File: src/rtl/ber_align.sv
// ber_align: BER checker that sweeps candidate reference delays, locks to the
// best one, then counts errors and compared bits. Drops lock and re-sweeps when
// a monitoring window shows too many errors.
module ber_align #(
  parameter int MAX_DELAY  = 16,
  parameter int WINDOW     = 128,
  parameter int LOCK_THR   = 0,
  parameter int UNLOCK_THR = 16,
  parameter int CNT_W      = 64,
  localparam int DW        = (MAX_DELAY > 1) ? $clog2(MAX_DELAY) : 1
) (
  input  logic             clock,
  input  logic             i_reset,
  input  logic             i_valid,
  input  logic             i_rx,
  input  logic             i_ref,
  input  logic             i_clear,
  output logic [CNT_W-1:0] o_errors,
  output logic [CNT_W-1:0] o_bits,
  output logic             o_locked,
  output logic [DW-1:0]    o_delay,
  output logic [1:0]       o_state,
  output logic [15:0]      o_sweep_fails,
  output logic [15:0]      o_unlocks
);

  // Fill counter must reach MAX_DELAY; window counters get one spare bit so the
  // all-ones "no best yet" value is strictly above any real window error count.
  localparam int FW = $clog2(MAX_DELAY + 1);
  localparam int WW = $clog2(WINDOW + 1) + 1;

  typedef enum logic [1:0] {
    FILL   = 2'd0,
    SEARCH = 2'd1,
    LOCKED = 2'd2
  } state_t;

  state_t               state_reg;
  logic [FW-1:0]        fill_cnt_reg;
  logic [DW-1:0]        cand_reg;
  logic [WW-1:0]        win_bits_reg;
  logic [WW-1:0]        win_err_reg;
  logic [WW-1:0]        best_reg;
  logic [DW-1:0]        best_d_reg;

  // ref_vec[k] is the reference bit k valid samples ago; ref_vec[0] is current.
  logic [MAX_DELAY-1:0] ref_vec;
  logic [MAX_DELAY-1:1] hist_reg;

  assign ref_vec[0] = i_ref;

  genvar gi;
  generate
    for (gi = 1; gi < MAX_DELAY; gi++) begin : g_hist
      // One history stage; advances only on valid samples.
      always_ff @(posedge clock) begin
        if (i_reset) begin
          hist_reg[gi] <= 1'b0;
        end else if (i_valid) begin
          hist_reg[gi] <= ref_vec[gi-1];
        end
      end
      assign ref_vec[gi] = hist_reg[gi];
    end
  endgenerate

  // Window statistics for this sample, using the candidate during search and
  // the locked delay while locked.
  logic [DW-1:0] sel_d;
  logic          mism;
  logic          mism_lock;
  logic [WW-1:0] win_bits_next;
  logic [WW-1:0] win_err_next;
  logic          win_end;
  logic [WW-1:0] best_next;
  logic [DW-1:0] best_d_next;

  // Combinational window update and best-candidate selection.
  always_comb begin
    sel_d         = (state_reg == LOCKED) ? o_delay : cand_reg;
    mism          = i_rx ^ ref_vec[sel_d];
    mism_lock     = i_rx ^ ref_vec[o_delay];
    win_bits_next = win_bits_reg + WW'(1);
    win_err_next  = win_err_reg + WW'(mism);
    win_end       = (win_bits_next == WW'(WINDOW));
    best_next     = best_reg;
    best_d_next   = best_d_reg;
    if (win_err_next < best_reg) begin
      best_next   = win_err_next;
      best_d_next = cand_reg;
    end
  end

  assign o_state = state_reg;

  // Main state machine, window monitor and output counters.
  always_ff @(posedge clock) begin
    if (i_reset) begin
      state_reg     <= FILL;
      fill_cnt_reg  <= '0;
      cand_reg      <= '0;
      win_bits_reg  <= '0;
      win_err_reg   <= '0;
      best_reg      <= '1;
      best_d_reg    <= '0;
      o_errors      <= '0;
      o_bits        <= '0;
      o_locked      <= 1'b0;
      o_delay       <= '0;
      o_sweep_fails <= '0;
      o_unlocks     <= '0;
    end else begin
      if (i_valid) begin
        case (state_reg)
          FILL: begin
            if (fill_cnt_reg == FW'(MAX_DELAY - 1)) begin
              state_reg    <= SEARCH;
              cand_reg     <= '0;
              win_bits_reg <= '0;
              win_err_reg  <= '0;
              best_reg     <= '1;
            end else begin
              fill_cnt_reg <= fill_cnt_reg + FW'(1);
            end
          end

          SEARCH: begin
            if (win_end) begin
              win_bits_reg <= '0;
              win_err_reg  <= '0;
              if (cand_reg != DW'(MAX_DELAY - 1)) begin
                cand_reg   <= cand_reg + DW'(1);
                best_reg   <= best_next;
                best_d_reg <= best_d_next;
              end else if (best_next <= WW'(LOCK_THR)) begin
                state_reg  <= LOCKED;
                o_delay    <= best_d_next;
                o_locked   <= 1'b1;
                best_reg   <= best_next;
                best_d_reg <= best_d_next;
              end else begin
                if (o_sweep_fails != 16'hFFFF) begin
                  o_sweep_fails <= o_sweep_fails + 16'd1;
                end
                cand_reg <= '0;
                best_reg <= '1;
              end
            end else begin
              win_bits_reg <= win_bits_next;
              win_err_reg  <= win_err_next;
            end
          end

          LOCKED: begin
            if (o_bits != '1) begin
              o_bits <= o_bits + CNT_W'(1);
            end
            if (mism_lock && (o_errors != '1)) begin
              o_errors <= o_errors + CNT_W'(1);
            end
            if (win_end) begin
              win_bits_reg <= '0;
              win_err_reg  <= '0;
              if (win_err_next > WW'(UNLOCK_THR)) begin
                state_reg <= SEARCH;
                cand_reg  <= '0;
                best_reg  <= '1;
                o_locked  <= 1'b0;
                if (o_unlocks != 16'hFFFF) begin
                  o_unlocks <= o_unlocks + 16'd1;
                end
              end
            end else begin
              win_bits_reg <= win_bits_next;
              win_err_reg  <= win_err_next;
            end
          end

          default: begin
            state_reg <= FILL;
          end
        endcase
      end

      // Clear has the last word so a coincident locked sample is discarded.
      if (i_clear) begin
        o_errors <= '0;
        o_bits   <= '0;
      end
    end
  end

endmodule

File: config.mk
export PLATFORM = sky130hd
export DESIGN_NAME = ber_align
export DESIGN_NICKNAME = d
export VERILOG_FILES = /design/src/rtl/ber_align.sv
export SDC_FILE = /design/constraint.sdc
export NUM_CORES = 1
export LEC_CHECK = 0
export ABC_CLOCK_PERIOD_IN_PS = 6900
export CORE_MARGIN = 5
export CORE_UTILIZATION = 54
export CTS_CLUSTER_DIAMETER = 50
export DETAILED_ROUTE_END_ITERATION = 6
export GPL_TIMING_DRIVEN = 0
export PLACE_DENSITY = 0.78
export SYNTH_ARGS = -nofsm -noshare
export SYNTH_HDL_FRONTEND = slang
export SYNTH_SLANG_ARGS = --single-unit
File: constraint.sdc
create_clock -name clock -period 6.9 [get_ports clock]
set_input_delay 1.38 -clock clock [delete_from_list [all_inputs] [get_ports clock]]
set_output_delay 1.38 -clock clock [all_outputs]
set_load 0.03 [all_outputs]
; Word level (Yosys, flattened, before mapping)
; Index checks and enable logic that the tools add are counted.
; W data, S select, Z words.
[totals]
reg_bits = 222
output_inout_bits = 167
word_cells = 123
[op_classes]
n_addsub = 8
order_cmp = 5
eq_ne = 16
mux = 41
bitwise_logic = 5
n_reduce_logical = 20
[op_table]
columns = operator, n
row1 = $add A64 B1 Y64 const B, 2
row2 = $ne A64 B64 Y1 const B, 2
row3 = $mux W9, 10
row4 = $mux W4, 10
row5 = $pmux W9 S2, 2
row6 = $add A16 B1 Y16 const B, 2
row7 = $ne A16 B16 Y1 const B, 2
row8 = $pmux W9 S3, 1
row9 = $reduce_and A7 Y1, 3
row10 = $mux W2, 6
row11 = $pmux W4 S3, 1
row12 = $reduce_and A3 Y1, 4
row13 = $reduce_and A6 Y1, 2
row14 = $lt A4 B5 Y1 const B, 2
row15 = $ne A2 B2 Y1 const B, 5
row16 = $reduce_and A5 Y1, 2
row17 = $add A9 B1 Y9, 1
row18 = $add A9 B1 Y9 const B, 1
row19 = $eq A9 B8 Y1 const B, 1
row20 = $gt A9 B5 Y1 const B, 1
row21 = $le A9 B1 Y1 const B, 1
row22 = $lt A9 B9 Y1, 1
row23 = $bmux W1 S4, 2
row24 = $mux W1, 7
row25 = 18 further kinds, 24

; Depth between registers and ports, before layout
; Gate-level depths: netlist (run 1).
[logic_depth]
depth_word = 13
depth_mapped = 24
ltp_nobuf = 20

; Worst setup path before layout (run 1)
; Ideal clock, no wire load.
[synth_timing]
kind = reg-to-reg
from = register state_reg[1] (netlist: o_state[1])
to = register best_d_reg[0]
arrival_time_ns = 6.000
required_ns = 6.772
slack_ns = 0.772
path_stages_with_launch = 24
n_path_buf = 4
cell_sequence = dfxtp_1 > ha_1 > clkbuf_1 > mux2i_1 > mux4_2 > mux4_2 > xor2_1 > ha_1 > ha_1 > clkbuf_1 > nand2_1 > nor2_1 > xor2_1 > ha_1 > a21oi_1 > o21ai_0 > a41o_1 > or2_0 > o211a_1 > clkbuf_1 > or4_1 > clkbuf_1 > mux2i_1 > nor2_1
[synth_via]
elab_chain_len = 11
word_cells_on_any_way = 15
classes_between = add/sub (1) / order compare (2) / eq/ne (2) / mux (7) / bitwise (1) / reduce/logical (2)
[synth_lines]
columns = element, line_no
row1 = from (decl), 38  ; state_t state_reg;
row2 = from (signal assigned), 99  ; state_reg <= FILL;
row3 = from (signal assigned), 117  ; state_reg <= SEARCH;
row4 = from (signal assigned), 136  ; state_reg <= LOCKED;
row5 = $eq A2 B2 Y1, 80  ; sel_d = (state_reg == LOCKED) ? o_delay : cand_reg;
row6 = $mux W4, 80
row7 = $bmux W1 S4, 81  ; mism = i_rx ^ ref_vec[sel_d];
row8 = $mux W1 (implied by the code), 81
row9 = $xor A1 B1 Y1, 81
row10 = $add A9 B1 Y9, 84  ; win_err_next = win_err_reg + WW'(mism);
row11 = $lt A9 B9 Y1, 88  ; if (win_err_next < best_reg) begin
row12 = $mux W9, 88
row13 = $le A9 B1 Y1, 135  ; end else if (best_next <= WW'(LOCK_THR)) begin
row14 = $reduce_bool A2 Y1 (no source line), --
row15 = $reduce_and A4 Y1 (no source line), --
row16 = to (signal assigned), 134  ; best_d_reg <= best_d_next;
row17 = to (signal assigned), 140  ; best_d_reg <= best_d_next;
row18 = to (decl), 44  ; logic [DW-1:0] best_d_reg;
; Several ways; a longest one is shown, not always the timed one. The select of a mux whose other input is x is not followed.
; A chain may end at the register's enable or synchronous reset.

; Final worst setup path (run 1)
[layout_timing]
from = input port i_ref
to = register best_d_reg[2]
[layout_via]
elab_chain_len = 9
word_cells_on_any_way = 12
classes_between = add/sub (1) / order compare (2) / mux (6) / bitwise (1) / reduce/logical (2)
[layout_lines]
columns = element, line_no
row1 = from (decl), 16  ; input logic i_ref,
row2 = $bmux W1 S4 (*), 81
row3 = $mux W1 (implied by the code) (*), 81
row4 = $xor A1 B1 Y1 (*), 81
row5 = $add A9 B1 Y9 (*), 84
row6 = $lt A9 B9 Y1, 88
row7 = $mux W9, 88
row8 = $le A9 B1 Y1, 135
row9 = $reduce_bool A2 Y1 (no source line), --
row10 = $reduce_and A4 Y1 (no source line), --
; Every way passes the cells marked *; elsewhere a longest branch is shown, timed or not. The select of a mux whose other input is x is not followed.

==> results of run 1 <==
-- per-layer routing --
layer / GRT usage [%] / vias up / part of all wire (%)
met5: 0 / - / 0
met2: 39.14 / 339 / 47
li1: - / 4889 / -
met1: 32.99 / 4716 / 45
met3: 4.238 / 43 / 6.5
met4: 5.736 / 0 / 2.0
-- cells in the final DEF (no fill, tap or decap), drive strengths merged, types with 32 or more instances in the layout --
cell type / Yosys / routed
xnor2: 65 / 65
o21ai: 32 / 32
inv: 36 / 36
and3: 38 / 38
nand3: 61 / 61
clkbuf: 50 / 81
nor3: 38 / 38
nand2: 96 / 96
xor2: 84 / 84
nand4: 60 / 60
dfxtp: 222 / 222
clkdlybuf4s50: 0 / 172
a21oi: 49 / 49
nor2: 214 / 214
-- cells by family after synthesis --
logic type / after synthesis
simple gates: 617
fa+ha+maj: 22
mux: 40
xor+xnor: 149
buf+inv: 95
compound gates: 137
flops: 222
-- where the power goes --
| group | internal (mW) | switching, mW | total (mW) | leakage (nW) |
|---|---|---|---|---|
| Clock | 0.786 | 0.508 | 1.29 | 0.400 |
| Combinational | 0.0141 | 0.0354 | 0.0495 | 2.55 |
| Sequential | 1.28 | 0.00188 | 1.29 | 1.79 |
-- cell usage after synthesis, types with 15 or more instances --
cell type / number
nor2_1: 214
o21ai_0: 31
nor4_1: 23
ha_1: 22
nand3_1: 61
dfxtp_1: 222
and3_1: 38
clkbuf_1: 50
or3_1: 22
a21oi_1: 49
nand2_1: 96
xnor2_1: 65
nand4_1: 60
and4_1: 15
inv_1: 36
nor3_1: 33
xor2_1: 84
mux2i_1: 29
-- path summary, 6_finish.rpt --
kind               start       endpoint  slack (ns)  cells after the start
max                i_ref  best_d_reg[2]        0.48                     20
min          best_reg[7]    best_reg[7]        0.48                      1
max reg2reg   o_state[0]  best_d_reg[2]        0.53                     22
min reg2reg  best_reg[7]    best_reg[7]        0.48                      1
-- worst reg2reg max path: stages (launching register included) --
cell and delay [ns]:
dfxtp_1 0.37, inv_1 0.11, ha_2 0.35, mux2i_4 0.38, mux4_2 0.55, mux4_2 0.55
xor2_1 0.18, ha_1 0.21, ha_1 0.36, nand2_1 0.12, nor2_1 0.19, xor2_1 0.33
ha_1 0.31, a21oi_1 0.14, o21ai_0 0.09, a41o_1 0.23, or2_0 0.29, o211a_1 0.27
clkbuf_1 0.23, or4_1 0.53, clkbuf_1 0.21, mux2i_1 0.19, nor2_1 0.05
-- final cells by class --
| cell class | instances | area (um2) |
|---|---|---|
| inverters | 36 | 135.1 |
| repair buffers | 172 | 1722 |
| plain buffers | 57 | 229.0 |
| clock inverters | 8 | 93.84 |
| fillers | 1628 | 6301 |
| flip-flops and latches | 222 | 4444 |
| well taps | 270 | 337.8 |
| multi-input cells | 965 | 6071 |
| clock buffers | 33 | 705.7 |
==> results.sh, run 1 <==
export IMPL_hold_buffers=0
export IMPL_dp_cells=1724
export IMPL_cts_sinks=222
export IMPL_setup_ws_ns=0.4824
export IMPL_arrival_ns=6.80
export IMPL_synth_seq_cells=222
export IMPL_coreArea_mm2=0.02004
export IMPL_clkTransAtPathRegs_ns=0.06
export IMPL_place_gp_congestion=0.8699
export IMPL_clock_latency_ns=0.51
export IMPL_htreeDepth=1
export IMPL_netlist_top_cells_area="dfxtp_1 (41%), nor2_1 (7.4%), xor2_1 (6.8%), xnor2_1 (5.2%), nand4_1 (3.5%)"
export IMPL_p_leak_nw=4.738
export IMPL_synthMuxAreaShare_pct=4.845
export IMPL_first_iter_violations=634
export IMPL_yosys_warnings=0
export IMPL_path_common_cell="ha_1"
export IMPL_maxSlewViolCount=0
export IMPL_floorplan_initialDensity_pct=54.25
export IMPL_irDropWorstVdd_mv=0.1754
export IMPL_synthArstFlopShare_pct=0
export IMPL_cp_top_family="multiplexers"
export IMPL_synthFlopType="dfxtp_1"
export IMPL_power_density_mw_per_mm2=191.4
export IMPL_rsz0062_at_grt="false"
export IMPL_areaGrowthSynthToFinish_pct=26.37
export IMPL_setup_tns_ns=0
export IMPL_grt_max_degree=14
export IMPL_grt_pass1_vias=9350
export IMPL_slowest_stage="mux4_2"
export IMPL_worstHoldPathType="register to register"
export IMPL_synth_compound_area_share_pct=8.010
export IMPL_max_stage_delay_ns=0.55
export IMPL_wirelength_um=28470
export IMPL_vias=9987
export IMPL_path_class="input port to register"
export IMPL_run_status="finished, final reports clean"
export IMPL_drtPass1Iterations=7
export IMPL_drive_above_1_share_pct=5.023
export IMPL_yosysUniqueCellTypes=58
export IMPL_rows=52
export IMPL_worst_path_max_fanout=9
export IMPL_fin_hold_ws_ns=0.4829
export IMPL_ant_nets=0
export IMPL_postSynthAreaPerCell_um2=8.480
export IMPL_start_kind="input port"
export IMPL_final_area_mm2=0.01374
export IMPL_grt_overflow=0
export IMPL_synth_edff_count=0
export IMPL_path_buf_inv=3
export IMPL_setup_violations_final=0
export IMPL_final_cells=1763
export IMPL_track_usage_pct=23.88
export IMPL_io_buffers=172
export IMPL_cts_resized_gates=1
export IMPL_synthAdderAreaFrac_pct=2.532
export IMPL_postCtsSetupBuffers=0
export IMPL_min_period_over_period_pct=93.01
export IMPL_synthesis_area_mm2=0.01087
export IMPL_synth_simple_area_share_pct=28.31
export IMPL_layout_nets=1507
export IMPL_antenna_cells=0
export IMPL_synth_top_area_share_pct=40.88
export IMPL_crit_chain="clkdlybuf4s50_1 > mux4_2 > mux4_2 > xor2_1 > ha_1 > ha_1 > nand2_1 > nor2_1 > xor2_1 > ha_1 > a21oi_1 > o21ai_0 > a41o_1 > or2_0 > o211a_1 > clkbuf_1 > or4_1 > clkbuf_1 > mux2i_1 > nor2_1"
export IMPL_place_area_mm2=0.01293
export IMPL_cts_tree="yes"
export IMPL_grt_pass1_wl_um=47840
export IMPL_finalPower_mw=2.630
export IMPL_dp_hpwl_um=20750
export IMPL_postSynthCellCount=1282
export IMPL_cts_buffers=25
export IMPL_synth_top_family_by_area="simple AND/OR/NAND/NOR gates"
export IMPL_maxSlewHeadroom_pct=22.86
export IMPL_clockBufferDepth=3
export IMPL_fmax_mhz=155.8
export IMPL_cp_data_required_time_ns=7.28
export IMPL_end_kind="register"
export IMPL_routedWlPerCell_um=16.15
export IMPL_pre_cts_ws_ns=-0.008010
export IMPL_hold_viol=0
export IMPL_drc=0
export IMPL_cts_root_buffer="clkbuf_16"
export IMPL_cap_violations=0
export IMPL_period_minus_slack_ns=6.418
export IMPL_worst_slew_pin_slew_ns=1.147
export IMPL_finClkSkew_ns=0.01308
export IMPL_syn_nets=1310
export IMPL_die_area_mm2=0.02307
export IMPL_final_util_pct=68.56
export IMPL_die_w_um=151.9
export IMPL_antenna_found_initial=0
export IMPL_reg_top3="o_bits: 64 flops, o_errors: 64 flops"
export IMPL_avgViaCountPerCell=5.665
export IMPL_die_h_um=151.9
export IMPL_yosysTopAreaCell="dfxtp_1"
export IMPL_io_pins=173
export IMPL_ys_seq_area_share_pct=40.88
export IMPL_synth_xor_area_share_pct=12.00
(Power assumes the default switching activity.)
==> inputs of run 2 (changes only) <==
--- a/config.mk
+++ b/config.mk
@@ -8,7 +8,7 @@
 export ABC_CLOCK_PERIOD_IN_PS = 6900
 export CORE_MARGIN = 5
 export CORE_UTILIZATION = 54
-export CTS_CLUSTER_DIAMETER = 50
+export CTS_CLUSTER_DIAMETER = 100
 export DETAILED_ROUTE_END_ITERATION = 6
 export GPL_TIMING_DRIVEN = 0
 export PLACE_DENSITY = 0.78
==> results.sh, run 2 (synthesized netlist as in run 1, its figures left out) <==
export IMPL_run_status="finished, final reports clean"
export IMPL_dp_hpwl_um=20750
export IMPL_cts_root_buffer="clkbuf_16"
export IMPL_cp_data_required_time_ns=7.30
export IMPL_regArea_mm2=0.004444
export IMPL_cts_sinks=222
export IMPL_antenna_cells=0
export IMPL_grt_overflow=0
export IMPL_final_util_pct=68.71
export IMPL_period_minus_slack_ns=6.456
export IMPL_worst_slew_pin_slew_ns=1.217
export IMPL_setup_violations_final=0
export IMPL_ant_nets=0
export IMPL_max_stage_delay_ns=0.55
export IMPL_setup_ws_ns=0.4440
export IMPL_postCtsSetupBuffers=0
export IMPL_min_period_over_period_pct=93.57
export IMPL_cts_tree="yes"
export IMPL_r2r_start="o_state[1]"
export IMPL_clock_latency_ns=0.52
export IMPL_hold_viol=0
export IMPL_clkTransAtPathRegs_ns=0.06
export IMPL_arrival_ns=6.85
export IMPL_irDropWorstVdd_mv=0.1425
export IMPL_reg2reg_depth=22
export IMPL_wirelength_um=28740
export IMPL_maxSlewHeadroom_pct=18.10
export IMPL_vias=10030
export IMPL_grt_pass1_wl_um=48090
export IMPL_reg2reg_to="best_d_reg[0]"
export IMPL_crit_start="i_ref"
export IMPL_first_iter_violations=599
export IMPL_place_area_mm2=0.01293
export IMPL_crit_chain="clkdlybuf4s50_1 > mux4_2 > mux4_2 > xor2_1 > ha_1 > ha_1 > clkbuf_1 > nand2_1 > nor2_1 > xor2_1 > ha_1 > a21oi_1 > o21ai_0 > a41o_1 > or2_0 > o211a_1 > clkbuf_1 > or4_1 > clkbuf_1 > mux2i_1 > nor2_1"
export IMPL_die_area_mm2=0.02307
export IMPL_use_met1_pct=32.77
export IMPL_fmax_mhz=154.9
export IMPL_gr_usage_met3_pct=4.266
export IMPL_drtPass1Iterations=5
export IMPL_path_class="input port to register"
export IMPL_timing_reg2reg_setup_slack_ns=0.45
export IMPL_setup_tns_ns=0
export IMPL_place_gp_congestion=0.8699
export IMPL_rows=52
export IMPL_final_cell_mix="dfxtp_1 (222), nor2_1 (214), clkdlybuf4s50_1 (172), nand2_1 (96), xor2_1 (84)"
export IMPL_areaGrowthSynthToFinish_pct=26.65
export IMPL_die_w_um=151.9
export IMPL_power_density_mw_per_mm2=194.5
export IMPL_drc=0
export IMPL_start_kind="input port"
export IMPL_finalPower_mw=2.679
export IMPL_endpoint="best_d_reg[0]"
export IMPL_grt_max_degree=14
export IMPL_htreeDepth=1
export IMPL_worst_path_max_fanout=9
export IMPL_reg_top3="o_bits: 64 flops, o_errors: 64 flops"
export IMPL_multiInputGateArea_mm2=0.006071
export IMPL_fillCellCount=1642
export IMPL_die_h_um=151.9
export IMPL_floorplan_initialDensity_pct=54.25
export IMPL_final_common_cell="dfxtp_1"
export IMPL_p_leak_nw=4.754
export IMPL_finClkSkew_ns=0.01906
export IMPL_final_area_mm2=0.01377
export IMPL_io_buffers=172
export IMPL_avgViaCountPerCell=5.690
export IMPL_grtUsageMet2_pct=39.63
export IMPL_end_kind="register"
export IMPL_clockBufferDepth=3
export IMPL_cap_violations=0
export IMPL_busiest_layer="met2"
export IMPL_drive_above_1_share_pct=5.090
export IMPL_worstHoldPathType="register to register"
export IMPL_rsz0062_at_grt="false"
export IMPL_slowest_stage="mux4_2"
export IMPL_track_usage_pct=24.03
export IMPL_antenna_found_initial=0
export IMPL_grt_pass1_vias=9478
export IMPL_maxSlewViolCount=0
export IMPL_io_pins=173
export IMPL_coreArea_mm2=0.02004
export IMPL_layout_nets=1507
export IMPL_routedWlPerCell_um=16.30
export IMPL_pre_cts_ws_ns=-0.008010
export IMPL_cts_buffers=24
[run 2: cell count changes in the layout (fill, tap and decap cells not counted)]
cell | before | now
bufinv_16 | 2 | 3
clkinv_4 | 1 | 0
clkbuf_1 | 51 | 50
clkbuf_8 | 5 | 6
[run 2: final cells by class]
type / count / share of cell area, %
inverter: 36 / 0.9814
sequential: 222 / 32.28
multi-input combinational: 965 / 44.09
timing repair buffer: 172 / 12.50
buffer: 58 / 1.690
clock buffer: 32 / 5.170
clock inverter: 8 / 0.8360
tap: 270 / 2.453
[run 2: routing by layer]
layer,routed length [um],vias up
met5,0,-
met4,577,0
met3,1881,43
met2,13490,330
met1,12800,4767
li1,-,4892
[run 2: worst min-delay path by stage]
stage                startpoint     endpoint  slack, ns  cells after the start
floorplan           best_reg[6]  best_reg[6]       0.46                      1
global placement    best_reg[7]  best_reg[7]       0.47                      1
detailed placement  best_reg[7]  best_reg[7]       0.47                      1
finish              best_reg[7]  best_reg[7]       0.48                      1
global route        best_reg[7]  best_reg[7]       0.50                      1
CTS                 best_reg[7]  best_reg[7]       0.49                      1
[run 2: repair_timing]
item                                    4_1_cts  5_1_grt
hold buffers                                  0        0
endpoints found under the setup margin        0       35
gates resized for setup                       0        3
hold endpoints to repair                      0        0
[run 2: worst max-delay path: cells and delay by family]
| family | cells | cell delay, ns |
|---|---|---|
| buf+inv | 4 | 1.19 |
| simple gates | 5 | 1.14 |
| xor+xnor | 2 | 0.50 |
| compound gates | 4 | 0.71 |
| mux | 3 | 1.23 |
| fa+ha+maj | 3 | 0.68 |
[run 2: stage by stage]
step           instances  hold slack [ns]
6_report            1763           0.4815
3_5_place_dp        1724           0.4719
4_1_cts             1764           0.4868
5_1_grt             1763           0.4973
3_3_place_gp        1724           0.4658
2_1_floorplan       1282           0.4584
[run 2: where the power goes]
part           internal, mW  leakage [nW]  switching [mW]
Sequential             1.28          1.79         0.00191
Clock                 0.828         0.414           0.515
Combinational        0.0140          2.55          0.0354
Total                  2.13          4.75           0.552
